### config.mk
export PLATFORM = sky130hd
export DESIGN_NAME = cl_tnn_result_wr
export DESIGN_NICKNAME = d
export VERILOG_FILES = /design/src/rtl/cl_tnn_pkg.sv /design/src/rtl/cl_tnn_result_wr.sv
export SDC_FILE = /design/constraint.sdc
export NUM_CORES = 1
export LEC_CHECK = 0
export ABC_AREA = 1
export ABC_CLOCK_PERIOD_IN_PS = 3000
export BUFFER_PORTS_ARGS = -buffer_cell sky130_fd_sc_hd__buf_4
export CAP_MARGIN = 0
export CORE_AREA = 10 10 481 483
export CTS_CLUSTER_SIZE = 28
export DETAILED_ROUTE_END_ITERATION = 12
export DIE_AREA = 0 0 491 493
export PLACE_DENSITY = 0.3
export SYNTH_ARGS = -nofsm -noshare
export SYNTH_HDL_FRONTEND = slang
export SYNTH_SLANG_ARGS = --single-unit
### constraint.sdc
create_clock -name aclk -period 3 [get_ports aclk]
set_input_delay 0.3 -clock aclk [delete_from_list [all_inputs] [get_ports aclk]]
set_output_delay 0.3 -clock aclk [all_outputs]
set_load 0.02 [all_outputs]
### src/rtl/cl_tnn_pkg.sv
// Shared types and AXI4 constants for the TNN result writer.
package cl_tnn_pkg;

  localparam int         BYTES_PER_WORD = 64;
  localparam logic [2:0] AXSIZE_64B     = 3'b110;
  localparam logic [1:0] BURST_INCR     = 2'b01;
  localparam logic [1:0] RESP_OKAY      = 2'b00;

  typedef enum logic [2:0] {
    ST_IDLE,
    ST_AW,
    ST_W,
    ST_B,
    ST_DONE
  } state_t;

  // awlen for the next burst: min(max_burst, remaining) - 1
  function automatic logic [7:0] burst_len(input logic [15:0] remaining, input int max_burst);
    logic [15:0] cap;
    cap = 16'(max_burst);
    if (remaining < cap) burst_len = 8'(remaining - 16'd1);
    else                 burst_len = 8'(cap - 16'd1);
  endfunction

endpackage

### src/rtl/cl_tnn_result_wr.sv
// Writes one image of 512-bit TNN results to memory as a chain of AXI4
// INCR bursts, with a single burst outstanding at any time.
//
// state   | meaning
// --------+-----------------------------------------------------------
// ST_IDLE | waiting for start; cfg latched on start
// ST_AW   | awvalid held with stable addr/len until awready
// ST_W    | stream passes straight through to the W channel
// ST_B    | bready high, waiting for the write response
// ST_DONE | done pulse for one cycle, then back to idle
module cl_tnn_result_wr
  import cl_tnn_pkg::*;
#(
  parameter int MAX_BURST = 16
) (
  input  logic         aclk,
  input  logic         aresetn,
  input  logic [511:0] in_bits,
  input  logic         in_vld,
  output logic         in_rdy,
  input  logic [63:0]  cfg_base_addr,
  input  logic [15:0]  cfg_words,
  input  logic         start,
  output logic         busy,
  output logic         done,
  output logic         err,
  output logic [63:0]  awaddr,
  output logic [7:0]   awlen,
  output logic [2:0]   awsize,
  output logic [1:0]   awburst,
  output logic         awvalid,
  input  logic         awready,
  output logic [511:0] wdata,
  output logic [63:0]  wstrb,
  output logic         wlast,
  output logic         wvalid,
  input  logic         wready,
  input  logic [1:0]   bresp,
  input  logic         bvalid,
  output logic         bready
);

  state_t      state_q;
  logic [63:0] addr_q;
  logic [15:0] remaining_q;
  logic [7:0]  len_q;
  logic [7:0]  beat_q;
  logic        busy_q;
  logic        done_q;
  logic        err_q;
  logic        awvalid_q;
  logic        bready_q;

  logic        in_w;
  logic [15:0] burst_beats;
  logic [15:0] rem_next;

  assign in_w = (state_q == ST_W);

  // W channel is a pure pass-through of the stream, gated to the W state
  assign wdata   = in_bits;
  assign wstrb   = '1;
  assign wvalid  = in_w & in_vld;
  assign in_rdy  = in_w & wready;
  assign wlast   = in_w & (beat_q == len_q);

  assign awaddr  = addr_q;
  assign awlen   = len_q;
  assign awsize  = AXSIZE_64B;
  assign awburst = BURST_INCR;
  assign awvalid = awvalid_q;
  assign bready  = bready_q;
  assign busy    = busy_q;
  assign done    = done_q;
  assign err     = err_q;

  // Beats in the burst that the pending response closes
  always_comb begin
    burst_beats = {8'd0, len_q} + 16'd1;
    rem_next    = remaining_q - burst_beats;
  end

  // Burst sequencing FSM with registered control outputs
  always_ff @(posedge aclk) begin
    if (!aresetn) begin
      state_q     <= ST_IDLE;
      addr_q      <= '0;
      remaining_q <= '0;
      len_q       <= '0;
      beat_q      <= '0;
      busy_q      <= 1'b0;
      done_q      <= 1'b0;
      err_q       <= 1'b0;
      awvalid_q   <= 1'b0;
      bready_q    <= 1'b0;
    end else begin
      case (state_q)
        ST_IDLE: begin
          done_q <= 1'b0;
          if (start) begin
            err_q       <= 1'b0;
            busy_q      <= 1'b1;
            addr_q      <= cfg_base_addr;
            remaining_q <= cfg_words;
            if (cfg_words == 16'd0) begin
              done_q  <= 1'b1;
              state_q <= ST_DONE;
            end else begin
              len_q     <= burst_len(cfg_words, MAX_BURST);
              awvalid_q <= 1'b1;
              state_q   <= ST_AW;
            end
          end
        end
        ST_AW: begin
          if (awready) begin
            awvalid_q <= 1'b0;
            beat_q    <= '0;
            state_q   <= ST_W;
          end
        end
        ST_W: begin
          if (in_vld && wready) begin
            if (beat_q == len_q) begin
              bready_q <= 1'b1;
              state_q  <= ST_B;
            end else begin
              beat_q <= beat_q + 8'd1;
            end
          end
        end
        ST_B: begin
          if (bvalid) begin
            bready_q    <= 1'b0;
            if (bresp != RESP_OKAY) err_q <= 1'b1;
            addr_q      <= addr_q + 64'(burst_beats) * 64'(BYTES_PER_WORD);
            remaining_q <= rem_next;
            if (rem_next != 16'd0) begin
              len_q     <= burst_len(rem_next, MAX_BURST);
              awvalid_q <= 1'b1;
              state_q   <= ST_AW;
            end else begin
              done_q  <= 1'b1;
              state_q <= ST_DONE;
            end
          end
        end
        ST_DONE: begin
          done_q  <= 1'b0;
          busy_q  <= 1'b0;
          state_q <= ST_IDLE;
        end
        default: state_q <= ST_IDLE;
      endcase
    end
  end

endmodule

* Word-level counts from Yosys, hierarchy flattened *
Index checks and enable logic that the tools add are counted.

operators by class
  add/subtract/negate cells = 6
  order comparisons = 2
  eq/ne operators = 15
  muxes and demuxes = 46
  bitwise logic cells = 3
  reductions and logical operators = 20

operators by type and width
  kind                                                                           count
  64-bit 2-to-1 mux                                                              2
  64-bit case mux with 2 select lines                                            1
  8-bit 2-to-1 mux                                                               9
  64-bit by 15-bit adder with 64-bit output                                      1
  16-bit by 5-bit less-than comparator with 1-bit output, second input constant  2
  16-bit 2-to-1 mux                                                              2
  16-bit case mux with 2 select lines                                            1
  8-bit case mux with 2 select lines                                             2
  3-bit 2-to-1 mux                                                               7
  16-bit logical NOT                                                             1
  1-bit 2-to-1 mux                                                               16
  2-bit != test, second input constant                                           8
  16-bit nonzero test                                                            1
  16-bit by 9-bit subtractor with 16-bit output                                  1
  8-bit by 1-bit subtractor with 8-bit output, second input constant             2
  3-bit case mux with 4 select lines                                             1
  4-bit AND reduction                                                            3
  5-bit AND reduction                                                            2
  2-bit nonzero test                                                             5
  8-bit by 1-bit adder with 9-bit output, second input constant                  1
  8-bit by 1-bit adder with 8-bit output, second input constant                  1
  8-bit equality test                                                            1
  3-bit by 2-bit equality test with 1-bit output, second input constant          2
  1-bit case mux with 2 select lines                                             3
  11 further kinds                                                               17

storage, ports and cells
  flip-flop bits (word level) = 104
  input port bits = 601
  output and inout port bits = 661
  logic and storage cells = 102

* Logic depth before layout (Yosys ltp) *
Gate-level depths: netlist (run 1).

  depth after elaboration = 7
  depth in mapped cells = 25
  depth with buffers taken out = 24

* Least setup slack after synthesis (run 1) *
Ideal clock, no wire load.

  path kind = register to register
  start = register len_q[0] (netlist: awlen[0])
  end = register len_q[5] (netlist: awlen[5])
  library setup time = 116 ps
  data arrival time = 2,894 ps
  required time = 2,884 ps
  path slack = -10 ps
  stages on the path, launching flop included = 23
  buffers on the path = 1
  period minus slack after synthesis = 3,010 ps
  path through = dfxtp_1 ha_1 nand3_1 nor3_1 inv_1 nor2_1 inv_1 nor2_1 inv_1 ha_1 nand2_1 inv_1 a21oi_1 nand3_1 nand2_1 nand3_1 nor2_4 nand4_2 nand3_2 buf_6 nand2_1 nand2_1 nor2_1

on the way
  word-level cells in the longest chain between the ends = 7
  elaborated cells on any way between the ends = 11
  those cells by class = add/sub (3); order compare (1); eq/ne (1); mux (4); reduce/logical (2)

ends and longest elaborated chain
  element                                                                                                                line                     text
  start: declaration                                                                                                     cl_tnn_result_wr.sv:46   logic [7:0] len_q;
  start signal: assignment                                                                                               cl_tnn_result_wr.sv:109  len_q <= burst_len(cfg_words, MAX_BURST);
  start signal: assignment                                                                                               cl_tnn_result_wr.sv:139  len_q <= burst_len(rem_next, MAX_BURST);
  8-bit by 1-bit adder with 9-bit output (*)                                                                             cl_tnn_result_wr.sv:79   burst_beats = {8'd0, len_q} + 16'd1;
  16-bit by 9-bit subtractor with 16-bit output (*)                                                                      cl_tnn_result_wr.sv:80   rem_next = remaining_q - burst_beats;
  16-bit by 5-bit less-than comparator with 1-bit output or 8-bit by 1-bit subtractor with 8-bit output (tied branches)  cl_tnn_pkg.sv:21         if (remaining < cap) burst_len = 8'(remaining - 16'd1);
  8-bit 2-to-1 mux                                                                                                       cl_tnn_pkg.sv:21
  8-bit 2-to-1 mux                                                                                                       cl_tnn_result_wr.sv:138  if (rem_next != 16'd0) begin
  8-bit 2-to-1 mux                                                                                                       cl_tnn_result_wr.sv:133  if (bvalid) begin
  8-bit case mux with 2 select lines                                                                                     cl_tnn_result_wr.sv:97   case (state_q)

Every way passes the cells marked *; elsewhere a longest branch is shown, timed or not. The select of a mux whose other input is x is not followed.
A chain may end at the register's enable or synchronous reset.

* Final worst setup path (run 1) *
  start = register len_q[1] (netlist: awlen[1])
  end = register len_q[1] (netlist: awlen[1])

Same word-level chain as after synthesis.

==> results of run 1 <==
-- cell type report --
type                    instances  area (um^2)
fillers                     26200       205000
multi-input cells            1145         6790
well taps                    2975         3720
repair buffers                349         2840
flip-flops and latches        104         2090
inverters                     176          683
clock buffers                   9          225
clock inverters                 7          114
diodes                          1         2.50
-- through the flow --
| stage | cells | hold slack (ns) | setup slack [ns] |
|---|---|---|---|
| finish | 4766 | 0.156 | -0.00149 |
| global route | 4766 | 0.162 | -0.211 |
| CTS | 4758 | 0.129 | -0.0517 |
| detailed placement | 4716 | 0.446 | -0.569 |
| global placement | 4716 | 0.446 | -0.474 |
| floorplan | 2052 | 0.438 | 0.00391 |
-- cells in the mapped netlist, types with 2 or more instances --
cell type and instances:
or2_2 16, a21o_1 2, and3_1 4, nand4_1 35, nand3_2 2, o21a_1 2
nand3b_1 12, buf_6 2, o21ai_1 2, nand2_1 408, nor2_2 2, inv_1 171
nor3_2 5, o21bai_1 4, xor2_1 16, inv_2 3, o21ai_0 56, dfxtp_1 104
nor3b_1 2, xnor2_1 9, nor3_1 27, a31oi_1 8, a21oi_1 103, clkbuf_1 23
buf_2 8, ha_1 22, nand3_1 110, nand2_2 3, or2_0 5, nor4_1 15
fa_1 2, nor2_1 163, a211oi_1 3, buf_1 6, buf_4 589, nor2_4 2
o211ai_1 27, conb_1 2
-- worst max-delay path, cell delays in order, from the launching register on --
cell and delay [ns]:
dfxtp_4 0.39, inv_4 0.04, nor3_4 0.19, inv_2 0.07, nor2_4 0.10, nand4_1 0.13
xor2_2 0.19, buf_4 0.15, ha_4 0.32, nand2_4 0.09, nor2_4 0.10, nand4_1 0.13
nand2_1 0.09, nand2_1 0.06, nand2_2 0.09, nand2_2 0.07, nor2_4 0.20, nand4_4 0.16
nand3_4 0.16, nand2_1 0.06, nand2_1 0.06, nor2_1 0.04
-- worst paths after layout --
kind / to / depth (start not counted) / startpoint
setup / recovery: awlen[1] / 21 / awlen[1]
hold / removal: awaddr[25] / 3 / cfg_base_addr[25]
setup reg to reg: awlen[1] / 21 / awlen[1]
hold reg to reg: done / 2 / done
-- report_power, final --
| part | leakage (nW) | switching (W) | internal, W | total, W |
|---|---|---|---|---|
| Sequential | 0.856 | 0.000509 | 0.00172 | 0.00223 |
| Clock | 0.165 | 0.000780 | 0.000755 | 0.00153 |
| Combinational | 4.92 | 0.00420 | 0.00295 | 0.00715 |
| Total | 5.94 | 0.00549 | 0.00543 | 0.0109 |
-- registers in the layout, summed over array words and instances (netlist names) --
| register | flops |
|---|---|
| busy | 1 |
| remaining_q | 16 |
| state_q | 3 |
| bready | 1 |
| err | 1 |
| done | 1 |
| awlen | 8 |
| awvalid | 1 |
| awaddr | 64 |
| beat_q | 8 |
-- logic make-up (layout without fill, tap and decap cells) --
logic type / count (synthesis) / count (layout) / share of synthesized area (%)
XOR/XNOR: 26 / 26 / 1.86
AND/OR/NAND/NOR: 815 / 816 / 28.2
buffers and inverters: 804 / 541 / 41.7
AO/OA/AOI/OAI: 210 / 210 / 9.23
flip-flops: 104 / 104 / 16.5
adder cells (fa/ha/maj): 24 / 24 / 2.50
other: 2 / 70 / 0.0595
-- repair_timing --
item / in CTS / in global routing
cloned: 1 / 0
pin swaps: 50 / 106
gates resized for setup: 158 / 222
setup endpoints to repair: 62 / 65
setup buffers: 25 / 15
-- routing by layer --
layer,GRT usage (%),vias up,wire length [um]
li1,-,5274,-
met1,6.42,5119,29100
met2,19.7,946,70000
met3,13.4,289,36300
met4,3.03,4,4550
met5,0.333,-,130
==> out/metrics.yaml, run 1 <==
rows: 173
boundaryPins: 1262
start_kind: "register"
criticalPathCategory: "register to register"
clockBufferDepth: 2
synthArstFlopShare_pct: 0
post-route-util_pct: 7.44
hold_violations: 0
drc: 0
hp-class: "input pin to register"
clk_latency_ns: 0.41
core_um2: 221000
place_area_um2: 14400
routed_wl_mm: 140
power_w: 0.0109
grt_pass1_wl_mm: 167
grt_pass1_vias: 12000
antenna_left: 0
wl_per_cell_um: 29.4
dpl.hpwl_mm: 129
synth-seq-cells: 104
first_pass_iters: 5
crit_arrival_ns: 3.31
finalSetupTns_ns: -0.00149
antenna_found_initial: 28
rrSetupSlack_ns: -0.001
setup_ws_ns: -0.00149
clock_skew_ns: 0.0131
cp-end-kind: "register"
die_w_um: 491
avgSynthCellArea_um2: 6.36
cts_tree: "done"
path_clk_slew_ns: 0.09
die_y_um: 493
vias_per_cell: 2.44
outcome: "finished with violations"
gr-total-overflow: 0
crit_required_ns: 3.31
gp_congestion: 0.781
port-buffer-count: 168
drt-initial-drc-count: 471
ir_worst_vdd_v: 0.000296
design_area_um2: 16500
grt_max_degree: 128
path_max_fanout: 6
ys_warn_count: 0
ctsRootBufferMaster: "clkbuf_16"
period_share_pct: 100
start_util_pct: 5.70
cts.sinks: 104
cap_violations: 0
synth_top_cells_by_area: "buf_4 (35%), dfxtp_1 (16%), nand2_1 (12%), inv_1 (5.1%), nor2_1 (4.8%)"
layout_common_cells: "nand2_1 (326), buf_4 (304), inv_1 (145)"
layout-drive-gt1-share_pct: 35.9
synth_area_leader_cell: "buf_4"
cts_max_level: 3
leakagePower_nw: 5.94
slew-limit-headroom_pct: 51.6
synth_edf_count: 0
yosysTopAreaCellShare_pct: 35.0
holdBufCountCts: 0
fmax_mhz: 333
track_usage_pct: 11.0
cellPowerDensity_nw_per_um2: 663
dieArea_um2: 242000
maxSlewViolCount: 0
worst_slew_pin_slew_ns: 0.726
finalCriticalPeriod_ns: 3.00
synthToLayoutAreaGrowth_pct: 30.5
layout_commonest_cell: "nand2_1"
rsz0062_at_grt: "yes"
vias: 11600
violations: "negative setup slack"
synth_cell_types: 48
finalSetupViolCount: 1
synth_area_um2: 12600
synth_ff_type: "dfxtp_1"
cts_buffers: 9
ys_seq_area_share_pct: 16.5
nets: 2410
syn_inst: 1985
(Power assumes the default switching activity.)
==> run 2, diff against run 1 <==
Settings changed: REMOVE_ABC_BUFFERS from default to 1.
==> run 2 against run 1 <==
Fmax barely moved. Core utilization down 0.33 points. The run still ends with negative setup slack left. Cell area shrank 4.4%. Clock-buffer cell count rose by 1. Highest routed layer unchanged.
==> out/metrics.yaml, run 2 (same netlist as run 1, synthesis figures left out) <==
antenna_found_initial: 12
path_clk_slew_ns: 0.10
dp_cells: 4710
design_area_um2: 15700
synthToLayoutAreaGrowth_pct: 24.7
cts.sinks: 104
crit_required_ns: 3.35
port-buffer-count: 168
post-place-ws_ns: -0.536
gr-total-overflow: 0
cp-end-kind: "register"
drc: 0
cts_tree: "done"
vias: 13700
finalCriticalPeriod_ns: 3.00
cellPowerDensity_nw_per_um2: 675
gp_congestion: 1.34
dpl.hpwl_mm: 366
outcome: "finished with violations"
drt-initial-drc-count: 1364
maxSlewViolCount: 0
start_kind: "register"
multi_input_area_um2: 6350
critPathMaxStageDelay_ns: 0.36
nets: 2397
holdBufCountCts: 0
cap_violations: 0
worst_slew_pin_slew_ns: 0.844
hold_violations: 0
criticalPathCategory: "register to register"
vias_per_cell: 2.89
routed_wl_mm: 377
reg2reg_depth: 20
worstHoldPathCells: 3
crit_arrival_ns: 3.35
clock_skew_ns: 0.0287
crit_top_cell: "inv_2"
seq_area_um2: 2090
largest_reg_flops: 64
leakagePower_nw: 5.64
core_um2: 221000
stdcell_count: 4752
clk_latency_ns: 0.43
track_usage_pct: 29.7
hp-class: "input pin to register"
rows: 173
die_y_um: 493
dieArea_um2: 242000
rsz0062_at_grt: "yes"
slew-limit-headroom_pct: 43.2
ir_worst_vdd_v: 0.000401
crit_chain: "inv_2, nor3_2, inv_2, nor2_4, nand4_1, xor2_1, buf_4, inv_4, ha_4, nand2_4, nor2_4, inv_2, o21ai_4, buf_6, a21o_1, nand3_2, or2_0, nand3_1, nand2_1, a21oi_1"
grt_pass1_wl_mm: 404
n_antenna_cell: 0
wl_per_cell_um: 79.3
fmax_mhz: 333
violations: "negative setup slack"
cts_buffers: 9
grt_pass1_vias: 12000
cts_max_level: 3
cp.depth: 20
path_max_fanout: 4
finalSetupTns_ns: -0.00315
boundaryPins: 1262
post-route-util_pct: 7.11
first_pass_iters: 5
setup_ws_ns: -0.00315
cp.buffers_inverters: 6
cpLargestDelayFamily: "simple AND/OR/NAND/NOR gates"
grt_max_degree: 128
clockBufferDepth: 2
fillers: 26100
place_area_um2: 14400
die_w_um: 491
layout_common_cells: "nand2_1 (353), buf_4 (319), inv_1 (154)"
antenna_left: 0
ctsRootBufferMaster: "clkbuf_16"
period_share_pct: 100
layout_commonest_cell: "nand2_1"
start_util_pct: 5.70
finalSetupViolCount: 1
layout-drive-gt1-share_pct: 30.6
crit_path_top_delay_cell: "dfxtp_2"
==> run 2: cell count changes in the layout (fill, tap and decap cells not counted), sizes merged <==
| cell | delta |
|---|---|
| buf | -13 |
| bufinv | -2 |
| clkbuf | +1 |
| clkinv | -3 |
| clkinvlp | +1 |
| diode | -1 |
| inv | +3 |
==> run 2: final cells by class <==
class	count	share of cell area, %
Clock inverter	6	0.350
Inverter	176	4.24
Tap cell	2975	23.6
Timing Repair Buffer	336	16.7
Multi-Input combinational cell	1145	40.3
Clock buffer	10	1.52
Sequential cell	104	13.3
==> run 2: layer usage <==
layer | part of all wire, % | vias to the layer above | track usage (%) | routed length [um]
li1 | - | 5247 | - | -
met1 | 9.0 | 5685 | 7.05 | 33700
met2 | 46 | 2342 | 49.4 | 174000
met3 | 31 | 368 | 43.9 | 116000
met4 | 13 | 70 | 28.9 | 47900
met5 | 1.4 | - | 16.1 | 5450
==> run 2: tightest hold or removal path, delay by kind of cell <==
family          cells  cell delay (ns)
buf+inv             1             0.11
simple gates        1             0.07
compound gates      1             0.06
==> run 2: path summary, 6_finish.rpt <==
path / startpoint / to / slack [ns]
worst max-delay path: awlen[0] / awaddr[62] / -0.003
worst min-delay path: cfg_base_addr[3] / awaddr[3] / 0.17
worst max register to register: awlen[0] / awaddr[62] / -0.003
worst min register to register: done / done / 0.45
==> run 2: stage by stage <==
step / total power [W] / hold slack [ns]
finish: 0.0106 / 0.167
global placement: 0.00852 / 0.445
CTS: 0.0105 / 0.148
detailed placement: 0.00848 / 0.445
global route: 0.0113 / 0.168
floorplan: 0.00512 / 0.406
==> run 2: timing repair <==
action	in CTS	in global routing
setup buffers	15	12
setup endpoints to repair	63	63
cloned	1	0
pin swaps	28	52
resized for setup	113	120
endpoints found under the hold margin	0	0
==> run 2: power by group <==
group	total, W	internal [W]	switching [W]	leakage, nW
logic	0.00701	0.00285	0.00416	4.64
registers	0.00225	0.00172	0.000528	0.855
clock network	0.00136	0.000609	0.000755	0.145
